[config.mk]
export PLATFORM = sky130hd
export DESIGN_NAME = muxer_n
export DESIGN_NICKNAME = d
export VERILOG_FILES = /design/src/rtl/muxer_n.sv
export SDC_FILE = /design/constraint.sdc
export NUM_CORES = 1
export LEC_CHECK = 0
export ABC_AREA = 0
export BUFFER_PORTS_ARGS = -buffer_cell sky130_fd_sc_hd__buf_2
export CAP_MARGIN = 20
export CORE_MARGIN = 4
export CORE_UTILIZATION = 30
export DETAILED_ROUTE_END_ITERATION = 7
export GPL_TIMING_DRIVEN = 1
export MAX_ROUTING_LAYER = met4
export PLACE_DENSITY_LB_ADDON = 0.12
export SLEW_MARGIN = 20
export SYNTH_ARGS = -nofsm -noshare
export SYNTH_HDL_FRONTEND = slang
export SYNTH_SLANG_ARGS = --single-unit
[constraint.sdc]
create_clock -name clk -period 2.4 [get_ports clk]
set_clock_uncertainty 0.2 [all_clocks]
set_input_delay 0.48 -clock clk [delete_from_list [all_inputs] [get_ports clk]]
set_output_delay 0.48 -clock clk [all_outputs]
set_load 0.005 [all_outputs]
[src/rtl/muxer_n.sv]
// N-to-1 valid/ready muxer with a one-word output register; fixed select, or round-robin when MUXER_N_RR_EN is defined.
// Latency 1 cycle; in_ready is gated by load = !out_valid || out_ready, so a stalled output stalls every input.
module muxer_n #(
  parameter int CHANNELS = 8,
  parameter int WIDTH    = 1,
  localparam int SEL_W   = $clog2(CHANNELS)
) (
  input  logic                      clk,
  input  logic                      rst_n,
  input  logic [CHANNELS*WIDTH-1:0] in_data,
  input  logic [CHANNELS-1:0]       in_valid,
  output logic [CHANNELS-1:0]       in_ready,
  input  logic [SEL_W-1:0]          sel,
  input  logic                      mode,
  output logic [WIDTH-1:0]          out_data,
  output logic                      out_valid,
  input  logic                      out_ready,
  output logic [SEL_W-1:0]          out_ch
);

  logic [WIDTH-1:0] out_data_q, out_data_d;
  logic [SEL_W-1:0] out_ch_q, out_ch_d;
  logic             out_valid_q, out_valid_d;

  logic             load;
  logic             fix_vld;
  logic             grant_vld;
  logic [SEL_W-1:0] grant_idx;
  logic             xfer;

  assign load    = !out_valid_q || out_ready;
  assign fix_vld = 32'(sel) < 32'(CHANNELS);

`ifdef MUXER_N_RR_EN
  logic [SEL_W-1:0] rr_ptr_q, rr_ptr_d;
  logic [SEL_W-1:0] rr_idx;
  logic             rr_vld;
  int               cand;

  // Search starts just past the last served channel and wraps once.
  always_comb begin
    rr_vld = 1'b0;
    rr_idx = '0;
    cand   = 0;
    for (int k = 1; k <= CHANNELS; k++) begin
      cand = int'(rr_ptr_q) + k;
      if (cand >= CHANNELS) cand = cand - CHANNELS;
      if (!rr_vld && in_valid[cand]) begin
        rr_vld = 1'b1;
        rr_idx = cand[SEL_W-1:0];
      end
    end
  end

  assign rr_ptr_d = xfer ? grant_idx : rr_ptr_q;

  always_ff @(posedge clk or negedge rst_n) begin
    if (!rst_n) rr_ptr_q <= SEL_W'(CHANNELS - 1);
    else        rr_ptr_q <= rr_ptr_d;
  end
`else
  logic unused_mode;
  assign unused_mode = mode;
`endif

  always_comb begin
    grant_vld = fix_vld;
    grant_idx = sel;
`ifdef MUXER_N_RR_EN
    if (mode) begin
      grant_vld = rr_vld;
      grant_idx = rr_idx;
    end
`endif
  end

  always_comb begin
    in_ready = '0;
    if (grant_vld && load && rst_n) in_ready[grant_idx] = 1'b1;
  end

  assign xfer = grant_vld && load && in_valid[grant_idx];

  always_comb begin
    out_valid_d = xfer || (out_valid_q && !out_ready);
    out_data_d  = out_data_q;
    out_ch_d    = out_ch_q;
    if (xfer) begin
      out_data_d = in_data[grant_idx*WIDTH +: WIDTH];
      out_ch_d   = grant_idx;
    end
  end

  always_ff @(posedge clk or negedge rst_n) begin
    if (!rst_n) begin
      out_valid_q <= 1'b0;
      out_data_q  <= '0;
      out_ch_q    <= '0;
    end else begin
      out_valid_q <= out_valid_d;
      out_data_q  <= out_data_d;
      out_ch_q    <= out_ch_d;
    end
  end

  assign out_data  = out_data_q;
  assign out_valid = out_valid_q;
  assign out_ch    = out_ch_q;

endmodule
==> results of run 1 <==
final cells by class:
| cell class | count | share of cell area, % |
|---|---|---|
| clock buffers | 4 | 4.23 |
| inverters | 1 | 0.604 |
| flip-flops and latches | 5 | 20.1 |
| well taps | 14 | 2.82 |
| multi-input cells | 28 | 42.9 |
| repair buffers | 35 | 29.4 |
routing by layer:
| metal | track usage (%) | vias to the layer above | routed length (um) |
|---|---|---|---|
| li1 | - | 205 | - |
| met1 | 15.4 | 176 | 404 |
| met2 | 16.0 | 19 | 461 |
| met4 | 3.61 | 0 | 0 |
| met3 | 3.59 | 0 | 91 |
| met5 | - | - | 0 |
state kept, by name, summed over array words and instances (netlist names):
register / cells
out_data: 1
out_ch: 3
out_valid: 1
power by group:
part	internal (mW)	total [mW]	switching, mW
logic	0.0610	0.104	0.0425
clock network	0.0627	0.0949	0.0322
registers	0.105	0.116	0.0106
worst max-delay path, cell delays in order:
cell and delay [ns]:
dlygate4sd3_1 0.52, clkbuf_4 0.18, nand3_1 0.16, nor3_2 0.15
buf_2 0.13
logic make-up (layout without fill, tap and decap cells):
family / after synthesis / in the layout / synth area share [%]
DFF: 5 / 5 / 30.9
muxes: 12 / 12 / 42.3
AOI/OAI and AO/OA: 1 / 1 / 4.01
buffers and inverters: 4 / 40 / 5.86
and+or+nand+nor: 15 / 15 / 17.0
worst paths after layout:
kind,to,cells past startpoint
max reg2reg,out_data$_DFFE_PN0P_,2
min,out_ch[0]$_DFFE_PN0P_,1
max in group asynchronous,out_data$_DFFE_PN0P_,2
min in group asynchronous,out_valid$_DFF_PN0_,2
max,in_ready[1],5
min reg2reg,out_ch[0]$_DFFE_PN0P_,1
cell usage in the layout, fill, tap and decap left out:
cell type       n
a21oi_4         1
buf_2          33
clkbuf_1        1
clkbuf_4        4
dfrtp_1         5
dlygate4sd3_1   1
inv_1           1
mux2_1          2
mux2_2          3
mux2i_1         4
mux4_1          2
mux4_2          1
nand2_1         3
nand2b_1        2
nand3_1         1
nand3b_1        1
nor2_1          6
nor3_2          2
timing repair:
| action | CTS | global route |
|---|---|---|
| hold buffers | 1 | 0 |
| buffers inserted | 0 | 0 |
| gates resized for setup | 0 | 3 |
| setup endpoints to repair | 0 | 5 |
| endpoints found under the hold margin | 5 | 0 |
through the flow:
step                      power, mW   TNS, ns  hold slack, ns  area, sq um
after floorplan               0.174         0         -0.0156          405
after CTS                     0.318         0           0.289          609
after global placement        0.219         0           0.112          573
after detailed placement      0.220         0           0.117          573
final                         0.314         0           0.278          622
after global routing          0.344  -0.00690           0.316          622
==> impl_metrics.json, run 1 <==
{
  "fmax_ghz": 0.435,
  "overflow": 0,
  "rrSetupSlack_ns": 1.13,
  "htreeDepth": 1,
  "core-area_sq_um": 1190,
  "dr.first_iter.drc_count": 3,
  "grt_util_all_layers_pct": 11.4,
  "grt_pass1_vias": 391,
  "cp-start-kind": "primary input",
  "yosys.area.top_type": "dfrtp_1",
  "fin_util_pct": 52.4,
  "num_rows": 12,
  "ant_nets": 0,
  "post_drt_wl_per_cell_um": 11.0,
  "drc": 0,
  "clkTransAtPathRegs_ns": 0.04,
  "synth-seq-cells": 5,
  "r2r-start": "out_valid$_DFF_PN0_",
  "synth-main-ff-cell": "dfrtp_1",
  "setup_viol": 0,
  "fin_cells": 87,
  "synth_edf_count": 0,
  "status": "finished, final reports clean",
  "ys_top_cells_by_count": "nor2_1 (6), dfrtp_1 (5), mux2i_1 (4), mux2_2 (3), nand2_1 (3)",
  "initial_core_util_pct": 34.2,
  "crit_start": "rst_n",
  "crit_required_ns": 1.72,
  "antenna_found_initial": 0,
  "crit_arrival_ns": 1.62,
  "end_kind": "primary output",
  "worstHoldStart": "out_ch[0]$_DFFE_PN0P_",
  "cellPowerDensity_nw_per_um2": 505,
  "dp_slack_ns": 0.213,
  "cp_max_fo": 7,
  "placed_cells": 82,
  "syn-num-nets": 60,
  "die_area_sq_um": 2000,
  "cts_tree": "done",
  "viasPerCell": 4.60,
  "syn_area_sq_um": 405,
  "clock_latency_ns": 0.24,
  "yosysMostFrequentCell": "nor2_1",
  "grt_pass1_wl_mm": 1.61,
  "grt_max_degree": 10,
  "ioPinCount": 36,
  "multiInputGateArea_sq_um": 267,
  "syn_avg_cell_area_sq_um": 11.0,
  "synthDistinctLibCells": 17,
  "leakagePower_nw": 0.329,
  "io_buffers": 34,
  "yosys_warnings": 0,
  "synth.top_cell.area_share_pct": 30.9,
  "final_nets": 97,
  "fill_cells": 114,
  "slew_headroom_pct": 86.1,
  "ir_drop_mv": 0.292,
  "hold_viol": 0,
  "drt_pass1_iterations": 2,
  "path_class": "primary input to primary output",
  "syn_inst": 37,
  "register_area_sq_um": 125,
  "finalWorstSetupSlack_ns": 0.0993,
  "post-route-period-util_pct": 95.9,
  "clockBufferDepth": 2,
  "worst_pin_slew_ns": 0.208,
  "maxCapViolations": 0,
  "antenna_cells": 0,
  "hpwl_um": 831,
  "fin_crit_ns": 2.30,
  "cts_buffers": 3,
  "min_path_type": "register to register",
  "num_vias": 400,
  "die_w_um": 44.8,
  "drive_gt1_share_pct": 60.3,
  "area.growth.synth_to_final_pct": 53.4,
  "ctsRootBufferMaster": "clkbuf_4",
  "totalWireLength_um": 958,
  "cts_sinks": 5,
  "synth.area.top_cells": "dfrtp_1 (31%), mux4_1 (13%), mux2i_1 (9.9%), mux2_2 (8.3%), mux2_1 (5.6%)",
  "die_h_um": 44.8,
  "slew_violations": 0,
  "seq_area_frac_synth_pct": 30.9,
  "place.gp.congestion": 0.694,
  "synth-async-reset-ratio_pct": 100
}
(Power assumes the default switching activity.)
==> inputs of run 2 (changes only) <==
--- a/config.mk
+++ b/config.mk
@@ -10,4 +10,6 @@
 export CAP_MARGIN = 20
+export CELL_PAD_IN_SITES_DETAIL_PLACEMENT = 1
+export CELL_PAD_IN_SITES_GLOBAL_PLACEMENT = 1
 export CORE_MARGIN = 4
-export CORE_UTILIZATION = 30
+export CORE_UTILIZATION = 26
 export DETAILED_ROUTE_END_ITERATION = 7
@@ -20 +22,2 @@
 export SYNTH_SLANG_ARGS = --single-unit
+export TNS_END_PERCENT = 100
--- a/constraint.sdc
+++ b/constraint.sdc
@@ -4,2 +4,2 @@
 set_output_delay 0.48 -clock clk [all_outputs]
-set_load 0.005 [all_outputs]
+set_load 0.05 [all_outputs]
==> run 2 against run 1 <==
First-iteration DRC count stayed put; die area is 13% higher; non-clock buffer count stayed put; routed wire length is 21% higher; core utilization is 7.5 points lower; global-route usage is 1.1 points higher; critical endpoint is now in_ready[3]; largest cell class unchanged.
==> impl_metrics.json, run 2 (synthesis gave the netlist of run 1 again) <==
{
  "slowest_delay_ns": 0.41,
  "drt_pass1_iterations": 3,
  "cp_cell_sequence": "nand2_1, nand3_1, nor2_1, buf_2",
  "grt_pass1_vias": 479,
  "cp_max_fo": 4,
  "finalWorstSetupSlack_ns": 0.378,
  "layout_commonest_cell": "buf_2",
  "cts_buffers": 3,
  "slew_violations": 0,
  "min_path_type": "register to register",
  "initial_core_util_pct": 29.3,
  "multiInputGateArea_sq_um": 267,
  "setup_tns_ns": 0,
  "dr.first_iter.drc_count": 3,
  "fin_crit_ns": 2.02,
  "worst_pin_slew_ns": 0.255,
  "sw_frac_of_total_pct": 42.9,
  "register_area_sq_um": 125,
  "ant_nets": 0,
  "path_class": "register to primary output",
  "totalWireLength_mm": 1.16,
  "setup_viol": 0,
  "cellPowerDensity_nw_per_um2": 648,
  "cts-resized-gates": 0,
  "slowest_stage": "dfrtp_1",
  "maxCapViolations": 0,
  "hold_viol": 0,
  "dp_slack_ns": 0.169,
  "slew_headroom_pct": 83.1,
  "grt_max_degree": 10,
  "cts_sinks": 5,
  "ioPinCount": 36,
  "clockBufferDepth": 2,
  "clkPwrFrac_pct": 23.9,
  "crit_required_ns": 1.72,
  "final_cell_mix": "buf_2 (34), nor2_1 (6), dfrtp_1 (5), mux2i_1 (4)",
  "ctsRootBufferMaster": "clkbuf_4",
  "hpwl_mm": 1.04,
  "p_int_mw": 0.229,
  "overflow": 0,
  "cts_tree": "done",
  "antenna_cells": 0,
  "post-route-period-util_pct": 84.2,
  "place.gp.congestion": 0.651,
  "fmax_ghz": 0.495,
  "largest_reg_flops": 3,
  "seqPwrFrac_pct": 29.0,
  "crit_buf_inv": 1,
  "die_area_sq_um": 2250,
  "status": "finished, final reports clean",
  "drc": 0,
  "htreeDepth": 1,
  "end_kind": "primary output",
  "grt_pass1_wl_mm": 1.88,
  "area.growth.synth_to_final_pct": 53.1,
  "placed_cells": 83,
  "io_buffers": 34,
  "hold-worst-slack_ns": 0.283,
  "die_w_um": 47.5,
  "viasPerCell": 4.92,
  "rsz0062_at_grt": "false",
  "leakagePower_nw": 0.329,
  "core-area_sq_um": 1380,
  "antenna_found_initial": 0,
  "ir_drop_mv": 0.393,
  "fin_cells": 88,
  "cp-start-kind": "register",
  "switchingPower_mw": 0.173,
  "p_comb_share_pct": 47.1,
  "post_drt_wl_per_cell_um": 13.2,
  "crit_family": "simple AND/OR/NAND/NOR gates",
  "crit_arrival_ns": 1.34,
  "final_nets": 97,
  "drive_gt1_share_pct": 60.3,
  "num_rows": 13,
  "die_h_um": 47.5,
  "num_vias": 433,
  "clkTransAtPathRegs_ns": 0.04,
  "fill_cells": 182,
  "clock_latency_ns": 0.24,
  "grt_util_all_layers_pct": 12.5
}
run 2: changes by cell type in the layout (fill, tap and decap cells not counted):
cell,delta
clkbuf_4,-1
buf_2,+1
run 2: layout make-up:
cell class | count | share of cell area (%)
Multi-Input combinational cell | 28 | 42.9
Clock buffer | 4 | 4.23
Sequential cell | 5 | 20.2
Timing Repair Buffer | 35 | 29.0
Tap cell | 15 | 3.02
Inverter | 1 | 0.605
run 2: power by group through the flow:
stage | Sequential [mW] | Combinational (mW) | Clock (mW)
6_report | 0.117 | 0.189 | 0.0959
5_1_grt | 0.120 | 0.202 | 0.107
3_5_place_dp | 0.118 | 0.192 | 0
2_1_floorplan | 0.190 | 0.0675 | 0
3_3_place_gp | 0.117 | 0.188 | 0
4_1_cts | 0.117 | 0.193 | 0.101
run 2: final timing paths:
| check | start | end | slack (ns) | cells after the start |
|---|---|---|---|---|
| max | out_valid$_DFF_PN0_ | in_ready[3] | 0.38 | 4 |
| min | out_ch[2]$_DFFE_PN0P_ | out_ch[2]$_DFFE_PN0P_ | 0.28 | 1 |
| max reg2reg | out_valid$_DFF_PN0_ | out_data$_DFFE_PN0P_ | 1.12 | 2 |
| min reg2reg | out_ch[2]$_DFFE_PN0P_ | out_ch[2]$_DFFE_PN0P_ | 0.28 | 1 |
| max in group asynchronous | rst_n | out_data$_DFFE_PN0P_ | 1.35 | 2 |
| min in group asynchronous | rst_n | out_valid$_DFF_PN0_ | 0.45 | 2 |
run 2: metrics by stage:
step / area (sq um) / utilization [%] / power [mW]
after CTS: 621 / 44.9 / 0.411
final: 621 / 44.9 / 0.402
after detailed placement: 584 / 42.3 / 0.310
after global routing: 621 / 44.9 / 0.430
after global placement: 584 / 42.3 / 0.305
after floorplan: 415 / - / 0.257
run 2: routing by layer:
layer | part of all wire [%] | global-route usage (%) | vias to the layer above
met1 | 35 | 12.4 | 200
met5 | 0 | - | -
met3 | 13 | 6.02 | 0
met4 | 0 | 1.66 | 0
li1 | - | - | 206
met2 | 52 | 22.5 | 27
run 2: worst register-to-register path: cells and delay by family, from the launching register on:
kind,cells,cell delay (ns)
flip-flops,1,0.41
AO/OA/AOI/OAI,1,0.20
multiplexers,1,0.36
run 2: repair_timing:
| item | in CTS | in global routing |
|---|---|---|
| hold buffers | 1 | 0 |
| setup buffers | 0 | 0 |
| endpoints found under the hold margin | 5 | 0 |
